===== config.mk =====
export PLATFORM = sky130hd
export DESIGN_NAME = alu_op_sequencer
export DESIGN_NICKNAME = d
export VERILOG_FILES = /design/src/rtl/alu_seq_pkg.sv /design/src/rtl/alu_seq_out_reg.sv /design/src/rtl/alu_op_sequencer.sv
export SDC_FILE = /design/constraint.sdc
export NUM_CORES = 1
export LEC_CHECK = 0
export CORE_ASPECT_RATIO = 0.75
export CORE_MARGIN = 2
export CORE_UTILIZATION = 36
export DETAILED_ROUTE_END_ITERATION = 12
export PLACE_DENSITY_LB_ADDON = 0.2
export SLEW_MARGIN = 10
export SYNTH_ARGS = -nofsm -noshare
export SYNTH_HDL_FRONTEND = slang
export SYNTH_SLANG_ARGS = --single-unit
export TNS_END_PERCENT = 20

===== constraint.sdc =====
create_clock -name clk -period 1.3 [get_ports clk]
set_clock_uncertainty 0.15 [all_clocks]
set_input_delay 0.13 -clock clk [delete_from_list [all_inputs] [get_ports clk]]
set_output_delay 0.13 -clock clk [all_outputs]
set_load 0.05 [all_outputs]

===== src/rtl/alu_seq_pkg.sv =====
// Shared definitions for the ALU operation sequencer: op encodings and FSM states.
package alu_seq_pkg;

   localparam logic [1:0] OP_ADD = 2'b00;
   localparam logic [1:0] OP_SUB = 2'b01;
   localparam logic [1:0] OP_AND = 2'b10;
   localparam logic [1:0] OP_OR  = 2'b11;

   typedef enum logic [1:0] {
      ST_IDLE = 2'd0,
      ST_EXEC = 2'd1,
      ST_DONE = 2'd2
   } state_t;

endpackage


===== src/rtl/alu_seq_out_reg.sv =====
// Result side of the sequencer: captures the ALU outputs, holds them behind a
// valid/ready handshake and counts completed handshakes (wrapping counter).
module alu_seq_out_reg
   import alu_seq_pkg::*;
#(
   parameter int unsigned WIDTH = 4,
   parameter int unsigned CNT_W = 8
) (
   input  logic             clk,
   input  logic             rst_n,
   input  logic             capture,
   input  logic [WIDTH-1:0] alu_c,
   input  logic             alu_co,
   input  logic             out_ready,
   output logic             out_valid,
   output logic [WIDTH-1:0] out_c,
   output logic             out_co,
   output logic [CNT_W-1:0] op_count
);

   logic             valid_q;
   logic [WIDTH-1:0] c_q;
   logic             co_q;
   logic [CNT_W-1:0] count_q;
   logic             handshake;

   assign handshake = valid_q & out_ready;

   // Capture on the EXEC edge; result stays put after the handshake until the next capture.
   always_ff @(posedge clk) begin
      if (!rst_n) begin
         valid_q <= 1'b0;
         c_q     <= '0;
         co_q    <= 1'b0;
         count_q <= '0;
      end else begin
         if (capture) begin
            valid_q <= 1'b1;
            c_q     <= alu_c;
            co_q    <= alu_co;
         end else if (handshake) begin
            valid_q <= 1'b0;
         end
         if (handshake) begin
            count_q <= count_q + CNT_W'(1);
         end
      end
   end

   assign out_valid = valid_q;
   assign out_c     = c_q;
   assign out_co    = co_q;
   assign op_count  = count_q;

endmodule


===== src/rtl/alu_op_sequencer.sv =====
// Handshake wrapper around an external 4-bit ALU: accepts one request, holds the
// registered ALU inputs for a cycle, then presents the captured result.
// Optional feature: define ALU_ACCUM_EN to add in_acc (reuse last result as operand A).
module alu_op_sequencer
   import alu_seq_pkg::*;
#(
   parameter int unsigned WIDTH = 4,
   parameter int unsigned CNT_W = 8
) (
   input  logic             clk,
   input  logic             rst_n,
   input  logic             in_valid,
   output logic             in_ready,
   input  logic [1:0]       in_op,
   input  logic [WIDTH-1:0] in_a,
   input  logic [WIDTH-1:0] in_b,
`ifdef ALU_ACCUM_EN
   input  logic             in_acc,
`endif
   output logic [1:0]       alu_s,
   output logic [WIDTH-1:0] alu_a,
   output logic [WIDTH-1:0] alu_b,
   input  logic [WIDTH-1:0] alu_c,
   input  logic             alu_co,
   output logic             out_valid,
   input  logic             out_ready,
   output logic [WIDTH-1:0] out_c,
   output logic             out_co,
   output logic             out_z,
   output logic [CNT_W-1:0] op_count
);

   state_t           state_q, state_d;
   logic             load;
   logic             capture;
   logic [1:0]       s_q;
   logic [WIDTH-1:0] a_q, b_q;
   logic [WIDTH-1:0] a_src;

`ifdef ALU_ACCUM_EN
   // Accumulate mode chains the previous captured result into operand A.
   assign a_src = in_acc ? out_c : in_a;
`else
   assign a_src = in_a;
`endif

   // Next-state and handshake decode.
   always_comb begin
      state_d  = state_q;
      load     = 1'b0;
      capture  = 1'b0;
      in_ready = 1'b0;
      case (state_q)
         ST_IDLE: begin
            in_ready = 1'b1;
            if (in_valid) begin
               load    = 1'b1;
               state_d = ST_EXEC;
            end
         end
         ST_EXEC: begin
            capture = 1'b1;
            state_d = ST_DONE;
         end
         ST_DONE: begin
            if (out_ready) state_d = ST_DONE == state_q ? ST_IDLE : state_q;
         end
         default: state_d = ST_IDLE;
      endcase
   end

   // State register and ALU input registers; inputs only change on acceptance.
   always_ff @(posedge clk) begin
      if (!rst_n) begin
         state_q <= ST_IDLE;
         s_q     <= '0;
         a_q     <= '0;
         b_q     <= '0;
      end else begin
         state_q <= state_d;
         if (load) begin
            s_q <= in_op;
            a_q <= a_src;
            b_q <= in_b;
         end
      end
   end

   assign alu_s = s_q;
   assign alu_a = a_q;
   assign alu_b = b_q;

   alu_seq_out_reg #(
      .WIDTH (WIDTH),
      .CNT_W (CNT_W)
   ) u_out_reg (
      .clk       (clk),
      .rst_n     (rst_n),
      .capture   (capture),
      .alu_c     (alu_c),
      .alu_co    (alu_co),
      .out_ready (out_ready),
      .out_valid (out_valid),
      .out_c     (out_c),
      .out_co    (out_co),
      .op_count  (op_count)
   );

   assign out_z = (out_c == '0);

endmodule


# == After elaboration in Yosys (flattened, before gate mapping) ==
# Index checks and enable logic that the tools add are counted.
# totals
wordCells,30
out_inout_bits,26
ff_bits,26
# classes
bitwise,1
n_eq_ne,6
n_addsub,1
n_reduce_logical,4
mux,10
# op_table
op,n
"8-bit by 1-bit adder with 8-bit output, second input constant",1
1-bit two-way mux,6
2-bit two-way mux,3
"2-bit inequality test, second input constant",3
2-bit one-hot mux with 3 select lines,1
4-bit zero test,1
3-bit AND reduction,1
"2-bit by 1-bit == test with 1-bit output, second input constant",1
"2-bit == test, first input constant",1
"2-bit == test, second input constant",1
2-bit zero test,1
2-bit nonzero test,1
1-bit AND,1

# == Logic depth before layout (Yosys ltp) ==
# Gate-level depths: netlist of run 1.
# logic_depth
word_depth,4
mapped_depth,4
depth_no_buf,4

# == Modules after synthesis ==
# From an unflattened synthesis of run 1, not the netlist that was laid out.
# hier_totals
cells_unflattened,114
area_unflattened_um2,1051.0
# modules_own_cells
module,seq_area_each_um2,area_per_inst_um2,cells_each,n_inst
alu_seq_out_reg,280.3,564.3,62,1
alu_op_sequencer,240.2,486.7,52,1

# == Worst setup path after synthesis of run 1 ==
# Ideal clock, no wire load.
# synth_timing
path_type,reg-to-output
from,reg u_out_reg.c_q[0] (netlist: u_out_reg.out_c[0])
to,out out_z
setup_slack_ps,-1056
path_buffers,0
t_arrival_ps,2076
required_ps,1020
stages_incl_launch_ff,2
path_cell_list,dfxtp_1 nor4_1
# synth_between
elab_chain_cells,1
# synth_rtl
item,line,source
start: declaration,alu_seq_out_reg.sv:22,logic [WIDTH-1:0] c_q;
start signal: assignment,alu_seq_out_reg.sv:39,c_q <= alu_c;
4-bit zero test,alu_op_sequencer.sv:109,assign out_z = (out_c == '0);
end: declaration,alu_op_sequencer.sv:29,"output logic out_z,"
# No other way between the ends.

# == Worst setup path in the final report of run 1 ==
# layout_timing
from,reg u_out_reg.c_q[3] (netlist: u_out_reg.out_c[3])
to,out out_z
# The elaborated chain is that of the path after synthesis.

==> results of run 1 <==
==> metal layers <==
layer	vias to the layer above	share of wire [%]	track usage, %
met5	-	0	0
met4	0	0.67	5.32
met3	2	6.2	6.47
met2	23	49	30.2
met1	457	44	21.9
li1	472	-	-
==> where the power goes <==
group / switching (W) / total (W) / internal, W / leakage (nW)
Clock: 0.000238 / 0.000450 / 0.000211 / 0.0231
Sequential: 0.0000466 / 0.000865 / 0.000819 / 0.221
Combinational: 0.000240 / 0.000508 / 0.000269 / 0.553
Total: 0.000525 / 0.00182 / 0.00130 / 0.797
==> sequential cells by signal, summed over array words and instances, names as in the netlist <==
signal	flops
alu_a	4
alu_s	2
u_out_reg.out_valid	1
u_out_reg.out_co	1
u_out_reg.op_count	8
u_out_reg.out_c	4
alu_b	4
state_q	2
==> stage by stage <==
step,power (W),hold slack (ps),setup TNS [ps]
after floorplan,0.00110,102,-789
after global placement,0.00138,351,-3870
after detailed placement,0.00139,366,-4130
after CTS,0.00184,299,-161
after global routing,0.00191,302,-857
final,0.00182,303,-268
==> worst max-delay path, stage by stage (launching register included) <==
cell     delay, ps
dfxtp_4        370
nor4_4         320
buf_12         180
==> synth_stat cells (all sizes together) <==
master / n / area (um^2)
xnor2: 1 / 8.76
o21ai: 4 / 20.0
nor2b: 1 / 6.26
dfxtp: 26 / 521
nand4: 2 / 18.8
a21oi: 7 / 35.0
and2: 1 / 6.26
nand3: 3 / 15.0
or3: 4 / 27.5
nor3b: 2 / 15.0
o31ai: 1 / 7.51
xor2: 1 / 8.76
nor2: 21 / 78.8
nor4: 1 / 6.26
ha: 1 / 12.5
or4: 1 / 7.51
inv: 4 / 15.0
nand2: 3 / 11.3
mux2i: 15 / 150
clkbuf: 2 / 7.51
buf: 2 / 12.5
==> cell families (layout without fill, tap and decap cells) <==
family	after synthesis	count (layout)	share of synthesized area [%]
simple gates	39	39	19.4
flops	26	26	52.5
mux	15	15	15.2
compound gates	12	12	6.31
buf+inv	8	68	3.53
xor+xnor	2	2	1.77
fa+ha+maj	1	1	1.26
==> repair_timing <==
item,4_1_cts,5_1_grt
hold buffers,0,0
buffers inserted,0,5
endpoints found under the setup margin,16,15
pin swaps,3,6
resized for setup,12,6
==> layout make-up <==
class / instances / area share, %
Clock inverter: 1 / 0.185
Clock buffer: 3 / 2.03
Timing Repair Buffer: 60 / 40.9
Sequential cell: 26 / 27.6
Tap cell: 36 / 2.22
Multi-Input combinational cell: 69 / 26.3
Inverter: 4 / 0.738
==> how the worst max path moves through the flow <==
stage / start / endpoint / slack, ps
CTS: u_out_reg.out_c[0]$_SDFFE_PN0P_ / out_z / -110
global route: u_out_reg.op_count[5]$_SDFFE_PN0P_ / u_out_reg.op_count[7]$_SDFFE_PN0P_ / -150
floorplan: u_out_reg.out_valid$_SDFFE_PN0P_ / u_out_reg.op_count[7]$_SDFFE_PN0P_ / -90
detailed placement: out_ready / u_out_reg.op_count[4]$_SDFFE_PN0P_ / -320
finish: u_out_reg.out_c[3]$_SDFFE_PN0P_ / out_z / -110
global placement: out_ready / u_out_reg.op_count[7]$_SDFFE_PN0P_ / -310
==> results by group, run 1 <==
Global route
  – Largest net degree at the start of global routing: 16
  – Via count of the first global-routing pass: 1,006
  – Initial antenna violation count: 0
  – Global-route total usage across every layer: 18.1%
  – Global route overflow: 0
  – First-pass GRT wire length: 4.51 mm

Floorplan
  – Die W: 64.6 um
  – I/O pin cnt: 45
  – Core area: 2620 um^2
  – Initial Utilization: 37.8%
  – Die ar.: 3190 um^2
  – Rows: 16
  – DIE HEIGHT: about 49 um

Finish
  – Nets: ~180
  – Most frequent cells in the layout: 27 x buf_12, 21 x nor2_1, 17 x clkdlybuf4s50_1, 15 x mux2i_1, 15 x buf_4
  – Layout area overhead: 105%
  – Fill count: 163
  – ANT cells: 0
  – Register area: 561 um^2
  – Final core occ: between 70% and 80%
  – Final Non-Filler Cells: 199
  – Multi-input gate area: 536 um^2
  – Design Area, Final: 2030 um^2
  – Fraction of layout cells with a size suffix above 1: 45.4%
  – Most common library cell in the layout ignoring fill and taps: buf_12

Clock tree
  – Worst-case clock buffer depth: 2
  – Skew-Pair Late Insertion Delay: 270 ps
  – Clock root buffer: clkbuf_8
  – # H-tree levels: 1
  – CTS tree: yes
  – Clk sinks: 26
  – Reg clk slew, reported paths: 90 ps
  – TritonCTS buffer count: 3

Logic synthesis
  – Synthesized area: 991 um^2
  – Syn_nets: 123
  – Synth cell types: 24
  – Synth Instances: slightly above 100
  – Sequential share of the synthesized area: 52.5%
  – YS warnings: 0
  – Syn Area/Cell: 9.62 um^2
  – FF+latch count, synth: 26

Min path
  – Worst hold path endpoint: u_out_reg.op_count[5]$_SDFFE_PN0P_
  – WHS Path Cells: 4
  – Hold Crit Class: in2reg
  – Min-delay src: out_ready

Setup path
  – CP Capture Type: output port
  – CP Data Arrival Time: approximately 1100 ps
  – Reg2reg setup slack: -80 ps
  – Worst r2r dst: u_out_reg.op_count[7]$_SDFFE_PN0P_
  – Register-to-Register Path Depth: 3
  – Critical Path Start Type: register
  – WS Path Type: reg2out
  – CP required: 1020 ps
  – Crit Reg-Reg Startpoint: u_out_reg.op_count[5]$_SDFFE_PN0P_
  – Worst-path fanout max: 3

Placement
  – Place WS: -316 ps
  – Placed cells: 190
  – Final HPWL DP: 1.98 mm
  – PortBufs: 44
  – Placed inst area: 1890 um^2
  – Final Wtd Congestion: approximately 0.75

Routing
  – DRT Pass-1 Iters: 4
  – Final wirelength: 2.84 mm
  – Total number of vias: 954
  – DRC Markers: 0
  – 1st-iter DRT viols: 53
  – Antenna viol nets, final: 0
  – Post-DR vias/cell: between 4 and 5
  – WL/cell: 14.3 um

STA
  – RSZ-0062 raised after global routing: true
  – Slew @ Worst Pin: about 300 ps
  – # setup viols final: 4
  – Slew margin rel.: 79.9%
  – FMAX: ~710 MHz
  – Period utilisation layout: 108%
  – Final min period: 1410 ps
  – Final worst setup slack: -110 ps
  – Final Hold Vio Count: 0
  – Slew Viols, Final: 0

Outcome
  – Failing checks: negative setup slack
  – Status: finished with violations

Pwr
  – Worst VDD drop: 752 uV
  – Power Density: 897 nW/um^2
  – Static leakage: 0.797 nW

Run
  – Max_cap viols: 0
(Power assumes the default switching activity.)
==> inputs of run 2 (changes only) <==
- CAP_MARGIN: unset -> 40
==> results of run 2 <==
No change in the layout: final DEF, timing and power equal those of run 1.
